<file path="config.mk">
export PLATFORM = sky130hd
export DESIGN_NAME = alu_dispatch
export DESIGN_NICKNAME = d
export VERILOG_FILES = /design/src/rtl/alu_dispatch.sv
export SDC_FILE = /design/constraint.sdc
export NUM_CORES = 1
export LEC_CHECK = 0
export CORE_MARGIN = 2
export CORE_UTILIZATION = 40
export CTS_BUF_LIST = sky130_fd_sc_hd__clkbuf_8
export DETAILED_ROUTE_END_ITERATION = 8
export PLACE_DENSITY = 0.8
export SYNTH_ARGS = -nofsm -noshare
export SYNTH_HDL_FRONTEND = slang
export SYNTH_SLANG_ARGS = --single-unit
</file>
<file path="constraint.sdc">
create_clock -name clock -period 3.8 [get_ports clock]
set_input_delay 0.57 -clock clock [delete_from_list [all_inputs] [get_ports clock]]
set_output_delay 0.57 -clock clock [all_outputs]
set_load 0.02 [all_outputs]
</file>
<file path="src/rtl/alu_dispatch.sv">
// alu_dispatch: single-issue dispatcher for RV32I OP / OP-IMM instructions.
// Accepts one instruction over a valid/ready handshake, reads its operands from
// the register file, issues it to either the base ALU or the SUB/SRA unit,
// captures the selected unit's registered result and writes it back.
//
// Ports:
//   clock, reset_n            - system clock, asynchronous active-low reset
//   instr_valid/instr/instr_ready - instruction handshake (ready only in IDLE)
//   rs1_addr/rs2_addr/rs1_data/rs2_data - combinational register-file read
//   alu_enable/alu_extra_enable/funct3/operand_1/operand_2 - unit issue
//   alu_result/alu_extra_result - unit results (valid one edge after enable)
//   wb_valid/wb_addr/wb_data  - register-file write-back
//   illegal                   - one-cycle pulse after an illegal accept
//   retired                   - count of completed instructions (wraps)
module alu_dispatch (
  input  logic        clock,
  input  logic        reset_n,
  input  logic        instr_valid,
  input  logic [31:0] instr,
  output logic        instr_ready,
  output logic [4:0]  rs1_addr,
  output logic [4:0]  rs2_addr,
  input  logic [31:0] rs1_data,
  input  logic [31:0] rs2_data,
  output logic        alu_enable,
  output logic        alu_extra_enable,
  output logic [2:0]  funct3,
  output logic [31:0] operand_1,
  output logic [31:0] operand_2,
  input  logic [31:0] alu_result,
  input  logic [31:0] alu_extra_result,
  output logic        wb_valid,
  output logic [4:0]  wb_addr,
  output logic [31:0] wb_data,
  output logic        illegal,
  output logic [31:0] retired
);

  localparam logic [6:0] OPC_OP     = 7'b0110011;
  localparam logic [6:0] OPC_OP_IMM = 7'b0010011;
  localparam logic [6:0] F7_BASE    = 7'b0000000;
  localparam logic [6:0] F7_ALT     = 7'b0100000;

  typedef enum logic [1:0] {IDLE, ISSUE, CAPTURE, WB} state_t;

  state_t      state_q, state_d;
  logic [4:0]  rd_q, rd_d;
  logic [4:0]  rs1_idx_q, rs1_idx_d;
  logic [4:0]  rs2_idx_q, rs2_idx_d;
  logic        use_extra_q, use_extra_d;
  logic        alu_en_q, alu_en_d;
  logic        extra_en_q, extra_en_d;
  logic [2:0]  funct3_q, funct3_d;
  logic [31:0] op1_q, op1_d;
  logic [31:0] op2_q, op2_d;
  logic        wb_valid_q, wb_valid_d;
  logic [4:0]  wb_addr_q, wb_addr_d;
  logic [31:0] wb_data_q, wb_data_d;
  logic        illegal_q, illegal_d;
  logic [31:0] retired_q, retired_d;

  // Decode of the live instruction; only meaningful while IDLE.
  logic [6:0]  dec_opc;
  logic [2:0]  dec_f3;
  logic [6:0]  dec_f7;
  logic        dec_is_op;
  logic        dec_is_imm;
  logic        dec_legal;
  logic        dec_extra;
  logic        dec_shift_imm;
  logic [31:0] dec_op2;

  always_comb begin
    dec_opc       = instr[6:0];
    dec_f3        = instr[14:12];
    dec_f7        = instr[31:25];
    dec_is_op     = (dec_opc == OPC_OP);
    dec_is_imm    = (dec_opc == OPC_OP_IMM);
    dec_shift_imm = dec_is_imm && ((dec_f3 == 3'b001) || (dec_f3 == 3'b101));
    dec_legal     = 1'b0;
    if (dec_is_op) begin
      dec_legal = (dec_f7 == F7_BASE) ||
                  ((dec_f7 == F7_ALT) && ((dec_f3 == 3'b000) || (dec_f3 == 3'b101)));
    end else if (dec_is_imm) begin
      case (dec_f3)
        3'b001:  dec_legal = (dec_f7 == F7_BASE);
        3'b101:  dec_legal = (dec_f7 == F7_BASE) || (dec_f7 == F7_ALT);
        default: dec_legal = 1'b1;
      endcase
    end
    // Only SUB, SRA and SRAI can carry funct7[5] once legality is established;
    // ADDI etc. with bit 30 set in the immediate must stay on the base ALU.
    dec_extra = dec_legal && dec_f7[5] && (dec_is_op || dec_shift_imm);
    if (dec_is_op)
      dec_op2 = rs2_data;
    else if (dec_shift_imm)
      dec_op2 = {27'd0, instr[24:20]};
    else
      dec_op2 = {{20{instr[31]}}, instr[31:20]};
  end

  always_comb begin
    state_d     = state_q;
    rd_d        = rd_q;
    rs1_idx_d   = rs1_idx_q;
    rs2_idx_d   = rs2_idx_q;
    use_extra_d = use_extra_q;
    alu_en_d    = 1'b0;
    extra_en_d  = 1'b0;
    funct3_d    = funct3_q;
    op1_d       = op1_q;
    op2_d       = op2_q;
    wb_valid_d  = 1'b0;
    wb_addr_d   = wb_addr_q;
    wb_data_d   = wb_data_q;
    illegal_d   = 1'b0;
    retired_d   = retired_q;
    case (state_q)
      IDLE: begin
        if (instr_valid) begin
          rd_d      = instr[11:7];
          rs1_idx_d = instr[19:15];
          rs2_idx_d = instr[24:20];
          if (dec_legal) begin
            state_d     = ISSUE;
            use_extra_d = dec_extra;
            alu_en_d    = !dec_extra;
            extra_en_d  = dec_extra;
            funct3_d    = dec_f3;
            op1_d       = rs1_data;
            op2_d       = dec_op2;
          end else begin
            illegal_d = 1'b1;
          end
        end
      end
      ISSUE: state_d = CAPTURE;
      CAPTURE: begin
        // The unselected unit floats; only the issued unit is sampled.
        wb_data_d  = use_extra_q ? alu_extra_result : alu_result;
        wb_addr_d  = rd_q;
        wb_valid_d = (rd_q != 5'd0);
        state_d    = WB;
      end
      WB: begin
        retired_d = retired_q + 32'd1;
        state_d   = IDLE;
      end
      default: state_d = IDLE;
    endcase
  end

  always_ff @(posedge clock or negedge reset_n) begin
    if (!reset_n) begin
      state_q     <= IDLE;
      rd_q        <= '0;
      rs1_idx_q   <= '0;
      rs2_idx_q   <= '0;
      use_extra_q <= 1'b0;
      alu_en_q    <= 1'b0;
      extra_en_q  <= 1'b0;
      funct3_q    <= '0;
      op1_q       <= '0;
      op2_q       <= '0;
      wb_valid_q  <= 1'b0;
      wb_addr_q   <= '0;
      wb_data_q   <= '0;
      illegal_q   <= 1'b0;
      retired_q   <= '0;
    end else begin
      state_q     <= state_d;
      rd_q        <= rd_d;
      rs1_idx_q   <= rs1_idx_d;
      rs2_idx_q   <= rs2_idx_d;
      use_extra_q <= use_extra_d;
      alu_en_q    <= alu_en_d;
      extra_en_q  <= extra_en_d;
      funct3_q    <= funct3_d;
      op1_q       <= op1_d;
      op2_q       <= op2_d;
      wb_valid_q  <= wb_valid_d;
      wb_addr_q   <= wb_addr_d;
      wb_data_q   <= wb_data_d;
      illegal_q   <= illegal_d;
      retired_q   <= retired_d;
    end
  end

  assign instr_ready      = (state_q == IDLE);
  assign rs1_addr         = (state_q == IDLE) ? instr[19:15] : rs1_idx_q;
  assign rs2_addr         = (state_q == IDLE) ? instr[24:20] : rs2_idx_q;
  assign alu_enable       = alu_en_q;
  assign alu_extra_enable = extra_en_q;
  assign funct3           = funct3_q;
  assign operand_1        = op1_q;
  assign operand_2        = op2_q;
  assign wb_valid         = wb_valid_q;
  assign wb_addr          = wb_addr_q;
  assign wb_data          = wb_data_q;
  assign illegal          = illegal_q;
  assign retired          = retired_q;

endmodule
</file>
==> run summary, run 1 <==
The flow ran to the end, and the final reports show no timing, DRC or antenna violations. The actual slew at the worst max-slew pin was 998.1 ps; the remaining number of nets flagged by the antenna check after routing was 0. The clock reaches the later pin of the worst-skew pair after 440 ps.

Setup repair after global routing left no endpoint under its margin. The type of the tightest min-delay check was in -> async. TritonCTS built the clock tree.

The async set-or-reset flop fraction in the synthesized netlist works out to 1.000. The worst-case setup margin in the final layout was 723.0 ps; the clock transition at the register clock pins on the worst setup and hold paths after CTS was 90 ps. The fraction of layout instances using a drive strength above 1 is 0.1484, and the die height is 137.8 µm.

For this run, the top clock speed supported by timing is 0.3250 GHz. Timing analysis after detailed placement gives a worst setup slack of 645.1 ps. Setup violations remaining at the end of the flow were counted as 0.

The number of clock buffers added by TritonCTS is 17. The tools report the post-CTS setup buffer count as 0. Once detailed placement completed, the half-perimeter wirelength came to 14160 µm. In this run the core area contains 48 standard-cell rows. The total area inside the core boundary comes to 0.01742 mm². Die span in x: 137.8 µm. The tools report the sequential-to-total area share from yosys stat as 0.5524. Adding up every negative setup slack in the final design gives 0 ps.

The area growth from synthesis to layout is 51.51%, and the total iterations of the first detailed-routing run is 4. The wire length of the first global-routing pass was 29280 µm; the count of max-cap constraint violations was 0. The via count of the first global-routing pass is 5442. The clock root buffer was clkbuf_8. After clock tree synthesis, the flow added hold-fix buffers numbering 0. The count of pins on the block boundary was 314; the initial antenna violation count was 2.

Counting every net in the synthesized netlist gives 726. For this run, design rule violations remaining after detail routing come to 0. The logs give 0.01898 mm² for the area enclosed by the die boundary and 3230 ps for the data required time of the critical path. During synthesis, Yosys emitted a total of 0 warnings.

Once the clock tree was built, the resizer swapped 0 gates to a different size. The H-tree was split into 4 levels. Yosys mapped a number of flops with a built-in enable equal to 0. The cell area after synthesis was 0.007158 mm².

Final weighted congestion in routability-driven placement: 0.8835. The worst register-to-register path has a setup slack of 1130 ps. The final routed wirelength across all metal layers is 19090 µm.

The final period utilization came out at 0.8097. The largest fanout of any net on the critical path was 15; the number of buffers inserted by port buffering was 313. The initial core utilization is 0.4110, and the arrival time at the worst endpoint is 2510 ps. The run gives 83 as the largest net degree at the start of global routing. The worst setup path is captured at an output pin.

The tools report the total number of clock tree sinks as 158. The total overflow left after global routing is 0. In the synthesized netlist, the number of instances is 559. Maximum vdd ir drop: 0.0004903 V. Category of the most critical setup path: reg -> out.

The final critical path time including I/O delays and setup came out at 3077 ps. Yosys mapped the design onto 39 distinct sky130hd cell types. The logs give 193 for the detailed router's first-iteration violation count and 0.3346 for the relative slew slack. Leakage component of the power: 4.565 nW. Leading register cell type out of synthesis: dfrtp_1. The longest clock path from root to sink contains 2 buffers.

The cell area after placement was 0.01045 mm²; the average routed wire per standard cell was 17.22 µm. After routing the design area is 0.01085 mm². Power spread over the standard cell area amounts to 529.3 mW/mm².

The average footprint of a synthesized cell is 12.81 µm². The worst setup path is launched from a register. The synthesized design contains 158 register bits. The run gives 0 as the final hold violation count. The run gives 14.38 ps as the maximum clock skew at final layout. The net total in the final layout was 1038. The post-detailed-route via-to-cell ratio came out at 4.872.

The final-report max-slew violation count came out at 0. The overall fraction of global-route tracks in use was 0.2012; the routed via count was 5403.
path summary, 6_finish.rpt:
check / cells after the start / from / end
min in group clock: 1 / retired[31] / retired[31]
max reg2reg: 7 / state_q[0] / operand_1[30]
max: 4 / state_q[0] / rs2_addr[4]
min: 1 / reset_n / operand_2[15]
max in group asynchronous: 2 / reset_n / funct3[1]
min reg2reg: 1 / retired[31] / retired[31]
Yosys cell counts, types with 3 or more instances:
| master | count | area (µm²) |
|---|---|---|
| dfrtp_1 | 158 | 3954 |
| a21oi_1 | 56 | 280.3 |
| mux2i_1 | 53 | 530.5 |
| mux2_4 | 47 | 705.7 |
| nor2_1 | 46 | 172.7 |
| mux2_2 | 37 | 416.7 |
| inv_1 | 31 | 116.4 |
| xnor2_1 | 19 | 166.4 |
| clkbuf_1 | 14 | 52.55 |
| nand2_1 | 13 | 48.80 |
| xor2_1 | 12 | 105.1 |
| nand4_1 | 10 | 62.56 |
| nand3_1 | 9 | 45.04 |
| a22o_1 | 6 | 52.55 |
| buf_12 | 6 | 120.1 |
| ha_1 | 4 | 50.05 |
| nor3_1 | 4 | 20.02 |
| and2_1 | 3 | 18.77 |
| buf_2 | 3 | 15.01 |
| nor2b_1 | 3 | 18.77 |
final cells by class:
type	instances	area [µm²]
Sequential cell	158	3955
Clock buffer	17	234.0
Timing Repair Buffer	320	3224
Clock inverter	14	156.4
Multi-Input combinational cell	343	2875
Inverter	31	116.4
Tap cell	225	281.5
Antenna cell	1	2.502
Fill cell	1395	6571
flip-flops by register name (all words and copies together), names as in the netlist, 3 cells and up:
name,flops
funct3,3
operand_1,32
operand_2,32
rd_q,5
retired,32
rs1_idx_q,5
rs2_idx_q,5
wb_addr,5
wb_data,32
logic make-up after synthesis:
kind of cell | Yosys count | synth area share
buffers and inverters | 58 | 0.04667
XOR/XNOR | 31 | 0.03793
AO/OA/AOI/OAI | 68 | 0.05314
multiplexers | 137 | 0.2309
AND/OR/NAND/NOR | 103 | 0.07202
flip-flops | 158 | 0.5524
adder cells (fa/ha/maj) | 4 | 0.006992
routing by layer:
| layer | vias to the layer above | GRT usage | wire, µm |
|---|---|---|---|
| li1 | 2550 | - | - |
| met1 | 2631 | 0.2473 | 7819 |
| met2 | 190 | 0.3306 | 9487 |
| met3 | 30 | 0.06144 | 1306 |
| met4 | 2 | 0.08163 | 466 |
| met5 | - | 0 | 13 |
cell usage in the layout (no fill, tap or decap), drive strengths merged, types with 5 or more instances in the layout:
master         netlist  final
clkdlybuf4s50        0    312
inv                 31     38
mux2                84     84
nor3                 5      5
xnor2               19     19
mux2i               53     53
a22o                 6      6
a21oi               56     56
buf                 13      8
nor2                47     47
nand3                9      9
nand4               11     11
dfrtp              158    158
xor2                12     12
clkbuf              14     17
nand2               13     13
worst max-delay path: stages, from the launching register on:
cell             delay (ps)
dfrtp_1                 410
inv_1                   100
ha_1                    590
mux2_2                  400
clkdlybuf4s50_1         580
where the power goes:
group	leakage, nW	total [W]	internal [W]	switching, W
Clock	0.187	0.00127	0.000594	0.000676
Sequential	1.94	0.00226	0.00205	0.000217
Combinational	2.44	0.00221	0.00113	0.00108
Total	4.56	0.00574	0.00377	0.00197
metrics by stage:
| step | hold WS [ps] | power [W] | instances | util |
|---|---|---|---|---|
| after detailed placement | 465.1 | 0.004513 | 1077 | 0.6001 |
| after CTS | 154.4 | 0.005813 | 1108 | 0.6226 |
| after floorplan | 274.4 | 0.003415 | 559 | - |
| after global placement | 460.0 | 0.004470 | 1077 | 0.6001 |
| final | 151.8 | 0.005741 | 1109 | 0.6227 |
| after global routing | 178.0 | 0.006064 | 1109 | 0.6227 |
Power figures use the tool's default switching activity.
==> run 2, diff against run 1 <==
CORE_UTILIZATION = 39   (was 40)
PLACE_DENSITY = 0.81   (was 0.8)
clock period = 2.7 ns   (was 3.8 ns; I/O delays follow)
==> run 2 against run 1 <==
Compared with the run above:
- sequential power rose by 41%
- sequential share of layout area is 0.60 points lower
- core utilization down 0.88 points
- setup slack lost 380 ps
- critical endpoint is now instr_ready
- count of clock-buffer cells in the layout is the same
- critical path type unchanged
- final area is 1.7% higher
- largest cell class unchanged
- highest routed layer is now met4
- via count up 1.2%
- total power grew 41%
==> run summary, run 2 (synthesis gave the netlist of run 1 again) <==
For this design the top-level I/O count stands at 314. Once placement completed, the tool counted placed cells totaling 1096. The pre-CTS setup slack is -65.90 ps. For the clock latency on the worst-skew pair, the log shows 450 ps. Walking the worst path, the cells encountered are inv_1 -> ha_1 -> buf_4 -> clkdlybuf4s50_1.

The maximum clock skew at final layout came out at 10.99 ps. The relative slew slack is 0.3436, and the overall fraction of global-route tracks in use is 0.2007. The leakage component of the power was 4.757 nW. At the worst endpoint, the required time is 2300 ps. The first TritonRoute pass finished after 4 iterations.

Measured along the y axis, the die boundary spans 139.5 µm. On the critical path, the stage with the largest delay is an instance of clkdlybuf4s50_1. For the initial core utilization, the log shows 0.3985.

After detailed routing, the average wire length per cell comes to 17.34 µm. The final critical path time including I/O delays and setup was 2352 ps; the area growth from synthesis to layout was 54.06%. The type of the tightest min-delay check was reg -> reg.

The logs give 0.01058 mm² for the cell area after placement and 0.01945 mm² for the area enclosed by the die boundary. Across the VDD grid, the largest voltage drop is 0.0006116 V. The root buffer cell chosen for the clock tree is clkbuf_8.

The run gives 64 as the largest net degree at the start of global routing. The worst setup path is captured at an output pin. For the arrival time at the worst endpoint, the log shows 1950 ps. Wire length of the first global-routing pass: 30670 µm. The total of endpoints with negative setup slack in the final report was 0. After floorplanning, the core was divided into 49 placement rows. Setup repair after global routing left no endpoint under its margin.

For the final hold violation count, the log shows 0. The H-tree generated during clock tree synthesis spans 4 levels. For the total number of clock tree sinks, the log shows 158.

The completed layout was analyzed and its total power is 0.008087 W. Using the TritonRoute via totals, the vias-per-cell ratio works out to 4.837. The run gives 153 as the detailed router's first-iteration violation count. The run finished with clean final reports.

Across the run, the number of max-cap violations was 0. The initial antenna violation count was 1; the fraction of layout instances using a drive strength above 1 was 0.1633. After layout, the worst setup slack is 347.8 ps. After clock tree synthesis, the clock-pin slew on the worst setup and hold paths is 90 ps. Broken down by cell family, the worst path's largest delay share belongs to buffers and inverters. Final period utilization: 0.8712. The actual slew at the worst max-slew pin is 984.6 ps. Leaving out fill and tap cells, the most frequent cell in the layout is clkdlybuf4s50_1. Core area: 0.01796 mm². The clock tree buffer depth was 2. The die is 139.5 µm wide. The final weighted congestion in routability-driven placement was 0.8098. The number of buffers inserted by port buffering came out at 313. For this run the aggregate overflow at the end of global routing stands at 0. The highest cell delay on the worst timing path was 640 ps. For this run, the post-layout net count is 1054. The final-report max-slew violation count is 0. In the layout the commonest cells are 302 x clkdlybuf4s50_1, 157 x dfrtp_1, 56 x a21oi_1. In this run the worst path has a maximum fanout of 15. The via count of the first global-routing pass came out at 5557. In this run the remaining antenna-violating nets after routing total 0.

The buffers plus inverters on the worst setup path was 3. The tools report the routed via count as 5466. The number of buffers added by the clock tree synthesis step was 17; the final routed wirelength across all metal layers was 19590 µm. TritonCTS built the clock tree. The number of standard cells in the final layout excluding fillers is 1130. Summed over all nets, the half-perimeter wirelength after detailed placement is 14930 µm. The worst setup path is launched from a register. The number of DRC violations after detailed routing was 0.

The final non-filler cell area was 0.01103 mm². The fmax was 0.4251 GHz; the power per unit of standard cell area was 733.3 mW/mm². The critical path is of the reg -> out type.
run 2: layout make-up:
type,count,area (µm²)
diodes,1,2.502
clock buffers,17,234.0
clock inverters,15,173.9
fillers,1433,6935
inverters,31,116.4
multi-input cells,343,2875
flip-flops and latches,158,3955
well taps,229,286.5
repair buffers,336,3385
run 2: timing repair:
item                                    CTS  global route
endpoints found under the setup margin    0            10
setup buffers                             0             0
resized for setup                         0            10
endpoints found under the hold margin    60             0
hold buffers                              1             0
run 2: where the power goes:
group,leakage [nW],internal (W),total (W),switching (W)
clock network,0.200,0.000854,0.00182,0.000966
logic,2.62,0.00158,0.00308,0.00151
registers,1.94,0.00288,0.00318,0.000303
run 2: path summary, 6_finish.rpt:
check                            start             to  cells after the start  slack, ps
min in group asynchronous      reset_n  operand_1[15]                      2        510
min                        retired[31]    retired[31]                      1        500
max reg2reg                 retired[9]    retired[31]                      5        600
min reg2reg                retired[31]    retired[31]                      1        500
max in group asynchronous      reset_n   operand_2[3]                      3       1470
max                         state_q[0]    instr_ready                      4        350
run 2: routing by layer:
metal  global-route usage  share of wire  vias to the layer above
li1                     -              -                     2588
met1               0.2371           0.40                     2676
met2               0.3424           0.51                      173
met3              0.06882          0.065                       29
met4              0.06858          0.023                        0
met5                    0              0                        -
run 2: metrics by stage:
| step | hold WS, ps | util | TNS [ps] |
|---|---|---|---|
| detailed placement | 446.3 | 0.5891 | -1432 |
| finish | 496.2 | 0.6139 | 0 |
| global placement | 438.5 | 0.5891 | -1058 |
| CTS | 493.7 | 0.6124 | 0 |
| global route | 518.1 | 0.6138 | 0 |
| floorplan | 109.4 | - | 0 |
